## config.mk

```make
export PLATFORM = sky130hd
export DESIGN_NAME = dac_sweep_ctrl
export DESIGN_NICKNAME = d
export VERILOG_FILES = /design/src/rtl/dac_sweep_ctrl.sv
export SDC_FILE = /design/constraint.sdc
export NUM_CORES = 1
export LEC_CHECK = 0
export CAP_MARGIN = 10
export CORE_MARGIN = 2
export CORE_UTILIZATION = 50
export DETAILED_ROUTE_END_ITERATION = 10
export GPL_TIMING_DRIVEN = 0
export HOLD_SLACK_MARGIN = 0.03
export PLACE_DENSITY = 0.75
export SKIP_CTS_REPAIR_TIMING = 1
export SLEW_MARGIN = 20
export SYNTH_ARGS = -nofsm -noshare
export SYNTH_HDL_FRONTEND = slang
export SYNTH_SLANG_ARGS = --single-unit
```

## constraint.sdc

```tcl
create_clock -name clk -period 4.99 [get_ports clk]
set_clock_uncertainty 0.05 [all_clocks]
set_input_delay 1.497 -clock clk [delete_from_list [all_inputs] [get_ports clk]]
set_output_delay 1.497 -clock clk [all_outputs]
set_load 0.02 [all_outputs]
```

## src/rtl/dac_sweep_ctrl.sv

```systemverilog
// Linear FTW sweep sequencer for the dual-channel sine DAC path.
// A phase accumulator drives the CH1/CH2 ROM addresses. The FTW steps a fixed number of times, with a dwell between steps.
module dac_sweep_ctrl #(
  parameter int ADDR_W  = 10,
  parameter int PHASE_W = 32,
  parameter int CNT_W   = 16
) (
  input  logic               clk,
  input  logic               rst_n,
  input  logic               start,
  input  logic               stop,
  input  logic [PHASE_W-1:0] freq_start,
  input  logic [PHASE_W-1:0] freq_step,
  input  logic [CNT_W-1:0]   step_count,
  input  logic [CNT_W-1:0]   dwell,
  input  logic [ADDR_W-1:0]  ch2_phase,
  output logic [ADDR_W-1:0]  rom_addr1,
  output logic [ADDR_W-1:0]  rom_addr2,
  output logic               addr_valid,
  output logic               busy,
  output logic               done,
  output logic [CNT_W-1:0]   cur_step
);

  typedef enum logic [1:0] {IDLE, RUN, DONE} state_t;

  state_t              state_reg, state_next;
  logic [PHASE_W-1:0]  acc_reg;
  logic [PHASE_W-1:0]  ftw_reg;
  logic [PHASE_W-1:0]  step_reg;
  logic [CNT_W-1:0]    last_step_reg;
  logic [CNT_W-1:0]    dwell_reg;
  logic [CNT_W-1:0]    dwell_cnt_reg;
  logic [CNT_W-1:0]    cur_step_reg;
  logic [ADDR_W-1:0]   ch2_reg;

  logic dwell_last;
  logic on_last_step;
  logic launch;

  assign dwell_last   = (dwell_cnt_reg == dwell_reg - {{(CNT_W-1){1'b0}}, 1'b1});
  assign on_last_step = (cur_step_reg == last_step_reg);
  assign launch       = start && !stop;

  always_ff @(posedge clk or negedge rst_n) begin
    if (!rst_n) state_reg <= IDLE;
    else        state_reg <= state_next;
  end

  always_comb begin
    state_next = state_reg;
    case (state_reg)
      IDLE:    if (launch) state_next = RUN;
      RUN:     if (stop) state_next = IDLE;
               else if (dwell_last && on_last_step) state_next = DONE;
      DONE:    state_next = IDLE;
      default: state_next = IDLE;
    endcase
  end

  always_comb begin
    rom_addr1  = '0;
    rom_addr2  = '0;
    addr_valid = 1'b0;
    busy       = 1'b0;
    done       = 1'b0;
    cur_step   = cur_step_reg;
    case (state_reg)
      RUN: begin
        rom_addr1  = acc_reg[PHASE_W-1 -: ADDR_W];
        rom_addr2  = acc_reg[PHASE_W-1 -: ADDR_W] + ch2_reg;
        addr_valid = 1'b1;
        busy       = 1'b1;
      end
      DONE:    done = 1'b1;
      default: ;
    endcase
  end

  // acc is never cleared between steps, so the phase stays continuous across FTW changes
  always_ff @(posedge clk or negedge rst_n) begin
    if (!rst_n) begin
      acc_reg       <= '0;
      ftw_reg       <= '0;
      step_reg      <= '0;
      last_step_reg <= '0;
      dwell_reg     <= '0;
      dwell_cnt_reg <= '0;
      cur_step_reg  <= '0;
      ch2_reg       <= '0;
    end else begin
      case (state_reg)
        IDLE: begin
          acc_reg <= '0;
          if (launch) begin
            ftw_reg       <= freq_start;
            step_reg      <= freq_step;
            last_step_reg <= step_count;
            dwell_reg     <= (dwell == '0) ? {{(CNT_W-1){1'b0}}, 1'b1} : dwell;
            ch2_reg       <= ch2_phase;
            dwell_cnt_reg <= '0;
            cur_step_reg  <= '0;
          end
        end
        RUN: begin
          if (stop) begin
            acc_reg       <= '0;
            dwell_cnt_reg <= '0;
            cur_step_reg  <= '0;
          end else begin
            acc_reg <= acc_reg + ftw_reg;
            if (dwell_last) begin
              if (!on_last_step) begin
                ftw_reg       <= ftw_reg + step_reg;
                cur_step_reg  <= cur_step_reg + {{(CNT_W-1){1'b0}}, 1'b1};
                dwell_cnt_reg <= '0;
              end
            end else begin
              dwell_cnt_reg <= dwell_cnt_reg + {{(CNT_W-1){1'b0}}, 1'b1};
            end
          end
        end
        default: acc_reg <= '0;
      endcase
    end
  end

endmodule

```

# --- After elaboration in Yosys (flattened, before gate mapping) ---
# Index checks and enable logic that the tools add are counted.
word_totals:
  register_bits: 172
  in_bits: 110
  out_inout_bits: 39
op_classes:
  add_sub_neg: 6
  n_eq_ne: 12
  muxes: 25
  n_reduce_logical: 11
op_table:
  columns: ["op", "count"]
  rows:
  - ["2-to-1 mux 32 bit", 6]
  - ["2-to-1 mux 16 bit", 8]
  - ["adder 32 bit", 2]
  - ["case mux 16 bit (2 select lines)", 2]
  - ["case mux 32 bit (2 select lines)", 1]
  - ["adder 16 x 1 -> 16 bit, second input constant", 2]
  - ["== test 16 bit", 2]
  - ["2-to-1 mux 10 bit", 2]
  - ["zero test 16 bit", 1]
  - ["subtractor 16 x 1 -> 16 bit, second input constant", 1]
  - ["adder 10 bit", 1]
  - ["inequality test 3 bit, second input constant", 3]
  - ["inequality test 2 bit, second input constant", 4]
  - ["2-to-1 mux 2 bit", 3]
  - ["AND reduction 5 bit", 1]
  - ["inequality test 4 bit, second input constant", 1]
  - ["case mux 2 bit (2 select lines)", 1]
  - ["AND reduction 2 bit", 2]
  - ["AND reduction 4 bit", 1]
  - ["AND reduction 3 bit", 1]
  - ["== test 2 x 1 -> 1 bit, second input constant", 1]
  - ["== test 2 bit, second input constant", 1]
  - ["logical AND 1 bit", 2]
  - ["zero test 2 bit", 1]
  - ["3 further kinds", 4]

# --- Logic depth before layout (Yosys ltp) ---
logic_depth:
  ltp_word: 6
  depth_mapped: 14

# --- Worst setup path after synthesis ---
# No wires, ideal clock.
synth_path:
  path_kind: "reg2out"
  start: "register acc_reg[22]"
  end: "output port rom_addr2[8]"
  arrival_ns: 2.160
  required_ns: 3.443
  path_slack_ns: 1.283
  path_stages_with_launch: 12
  cell_sequence: "dfrtp_1 ha_1 fa_1 a21oi_1 nor2_1 nor2_1 o21bai_1 a21oi_1 o21bai_1 a21oi_1 xor2_1 nor2_1"
synth_between:
  elab_chain_len: 2
synth_rtl:
  columns: ["item", "line_no", "source"]
  rows:
  - ["start: declaration", "28", "logic [PHASE_W-1:0] acc_reg;"]
  - ["start signal: assignment", "111", "acc_reg <= acc_reg + ftw_reg;"]
  - ["adder 10 bit", "71", "rom_addr2 = acc_reg[PHASE_W-1 -: ADDR_W] + ch2_reg;"]
  - ["2-to-1 mux 10 bit", "68", "case (state_reg)"]
  - ["end: declaration", "18", "output logic [ADDR_W-1:0] rom_addr2,"]
# Every way passes these cells.

# --- Worst setup path after layout ---
layout_path:
  start: "register acc_reg[23]"
  end: "output port rom_addr2[9]"
# The elaborated chain is that of the path after synthesis.

==> impl_metrics.env <==
export IMPL_grt_max_degree=91
export IMPL_drc=0
export IMPL_synth_area_per_cell_um2=8.34
export IMPL_crit_fanout=4
export IMPL_first_iter_violations=726
export IMPL_dp_hpwl_mm=22.9
export IMPL_finalWorstSetupSlack_ns=0.181
export IMPL_row_count=54
export IMPL_worst_ir_drop_vdd_mv=0.234
export IMPL_antenna_cells=0
export IMPL_yosysUniqueCellTypes=66
export IMPL_critical_path_buf_inv_count=1
export IMPL_start_util_pct=51.0
export IMPL_synth_area_um2=11200
export IMPL_cap_violations=0
export IMPL_synthFlopType="dfrtp_1"
export IMPL_crit_path_max_incr_delay_ns=0.62
export IMPL_die_h_um=153
export IMPL_cts_max_path_buffers=2
export IMPL_coreArea_um2=21900
export IMPL_crit_family="compound AO/OA/AOI/OAI gates"
export IMPL_slew_violations=0
export IMPL_worstPathCellList="ha_1 > a21o_1 > a21oi_1 > o21bai_1 > a21oi_1 > o21bai_1 > a21oi_1 > o21ai_0 > xnor2_1 > nor2_1 > clkdlybuf4s50_1"
export IMPL_pre_cts_ws_ns=0.667
export IMPL_finalPower_mw=5.59
export IMPL_startpoint_type="register"
export IMPL_via_count=10268
export IMPL_htreeDepth=4
export IMPL_power_density_nw_per_um2=408
export IMPL_finalHoldViolCount=0
export IMPL_worst_path_most_repeated_cell="a21oi_1"
export IMPL_cts_tree="yes"
export IMPL_grt_overflow_total=0
export IMPL_drt_total_wl_mm=30.4
export IMPL_worstSetupPathDepth=11
export IMPL_critPathRequiredTime_ns=3.44
export IMPL_dr_pass1_iters=5
export IMPL_yosysWarnings=0
export IMPL_synth_seq_cells=172
export IMPL_ys_seq_area_share_pct=38.6
export IMPL_final_cells=1798
export IMPL_finalSetupTns_ns=0
export IMPL_io_pins=149
export IMPL_cp_end_kind="primary output"
export IMPL_gp_congestion=0.940
export IMPL_max_slew_margin_pct=35.8
export IMPL_synthCells=1337
export IMPL_finalCritPeriodShare_pct=96.4
export IMPL_critPathKind="register to primary output"
export IMPL_status="finished, final reports clean"
export IMPL_numPortBuffers=148
export IMPL_wl_per_cell_um=16.9
export IMPL_syn_to_final_growth_pct=23.0
export IMPL_dp_cells=1766
export IMPL_multi_input_area_um2=6550
export IMPL_design_area_um2=13700
export IMPL_hold_class="register to register"
export IMPL_fp_dieW_um=153
export IMPL_min_period_ns=4.81
export IMPL_cp_slowest_cell="clkdlybuf4s50_1"
export IMPL_worst_pin_slew_ns=0.960
export IMPL_holdWs_ns=0.433
export IMPL_ff_latch_area_um2=4300
export IMPL_setup_viol=0
export IMPL_p_leak_nw=6.38
export IMPL_final_cell_mix="nand2_1, dfrtp_1, clkdlybuf4s50_1, nor2_1, a21oi_1"
export IMPL_synth_edf_count=0
export IMPL_async_flop_share_pct=100
export IMPL_die_area_um2=23500
export IMPL_max_freq_mhz=208
export IMPL_dpl_cell_area_um2=13000
export IMPL_insertion_delay_ns=0.44
export IMPL_num_fill_cells=1926
export IMPL_antenna_found_initial=0
export IMPL_syn_nets=1524
export IMPL_utilization_pct=62.7
export IMPL_grt_total_usage_pct=25.9
export IMPL_clk_root_buffer_cell="clkbuf_16"
export IMPL_antenna_left=0
export IMPL_worstPathArrival_ns=3.26
export IMPL_holdPathStages=2
export IMPL_rsz0062_at_grt="false"
export IMPL_grt_pass1_wl_mm=49.5
export IMPL_vias_per_cell=5.71
export IMPL_drive_gt1_share_pct=3.62
export IMPL_grt_pass1_vias=9761
export IMPL_cts_buffers_inserted=17
export IMPL_clkTransAtPathRegs_ns=0.07
export IMPL_cts_sinks=172
export IMPL_rr_worst_depth=10
export IMPL_nets=1692
export IMPL_layout_commonest_cell="nand2_1"
==> worst reg2reg max path: stages (launching register included) <==
cell and delay, ns:
dfrtp_1 0.43, ha_1 0.36, o21a_1 0.21, a2111oi_0 0.66
o31ai_1 0.24, a21o_1 0.29, a2111oi_1 0.91, o21bai_1 0.26
a31oi_1 0.29, xnor2_1 0.16, nor2_1 0.05
==> synth_stat cells (24+ instances only) <==
cell type / n / area, µm²
a31oi_1: 28 / 175
ha_1: 74 / 926
inv_1: 26 / 97.6
nor3_1: 24 / 120
a21oi_1: 82 / 410
xor2_1: 56 / 490
nand3_1: 24 / 120
nand2_1: 312 / 1170
dfrtp_1: 172 / 4300
clkbuf_1: 39 / 146
xnor2_1: 50 / 438
o21ai_0: 59 / 295
a21o_1: 27 / 203
nor2_1: 132 / 495
==> power breakdown <==
group	switching, mW	leakage [nW]	total (mW)	internal [mW]
Sequential	0.210	2.18	1.81	1.60
Combinational	1.25	3.86	2.21	0.964
Clock	0.592	0.336	1.57	0.973
Total	2.05	6.38	5.59	3.54
==> metal layers <==
| layer | wire length [µm] | part of all wire (%) | vias to the layer above | GRT usage (%) |
|---|---|---|---|---|
| li1 | - | - | 5015 | - |
| met1 | 14000 | 46 | 4888 | 36.8 |
| met2 | 13900 | 46 | 320 | 40.9 |
| met3 | 1770 | 5.8 | 45 | 3.94 |
| met4 | 678 | 2.2 | 0 | 8.30 |
| met5 | 0 | 0 | - | 0 |
==> path summary, 6_finish.rpt <==
kind / startpoint / end / slack [ns]
worst max-delay path: acc_reg[23] / rom_addr2[9] / 0.18
worst min-delay path: step_reg[9] / step_reg[9] / 0.43
worst max register to register: ftw_reg[2] / acc_reg[31] / 0.94
worst min register to register: step_reg[9] / step_reg[9] / 0.43
max in group asynchronous: rst_n / ch2_reg[0] / 2.99
min in group asynchronous: rst_n / ftw_reg[11] / 1.01
==> area by class of cell <==
cell class	count	area share, %
inverter	26	0.711
clock inverter	13	1.71
clock buffer	19	3.30
sequential	172	31.4
timing repair buffer	149	11.1
tap	280	2.55
multi-input combinational	1087	47.7
buffer	52	1.57
==> logic make-up after synthesis <==
family                     after synthesis  synth area share (%)
AOI/OAI and AO/OA                      281                  16.3
xor gates and xnor gates               106                  8.32
adders and majority gates               77                  8.84
buffers and inverters                   78                  2.80
DFF                                    172                  38.6
muxes                                    1                0.0897
and+or+nand+nor                        622                  25.1
Note: power is estimated with default switching activity, not from simulation.
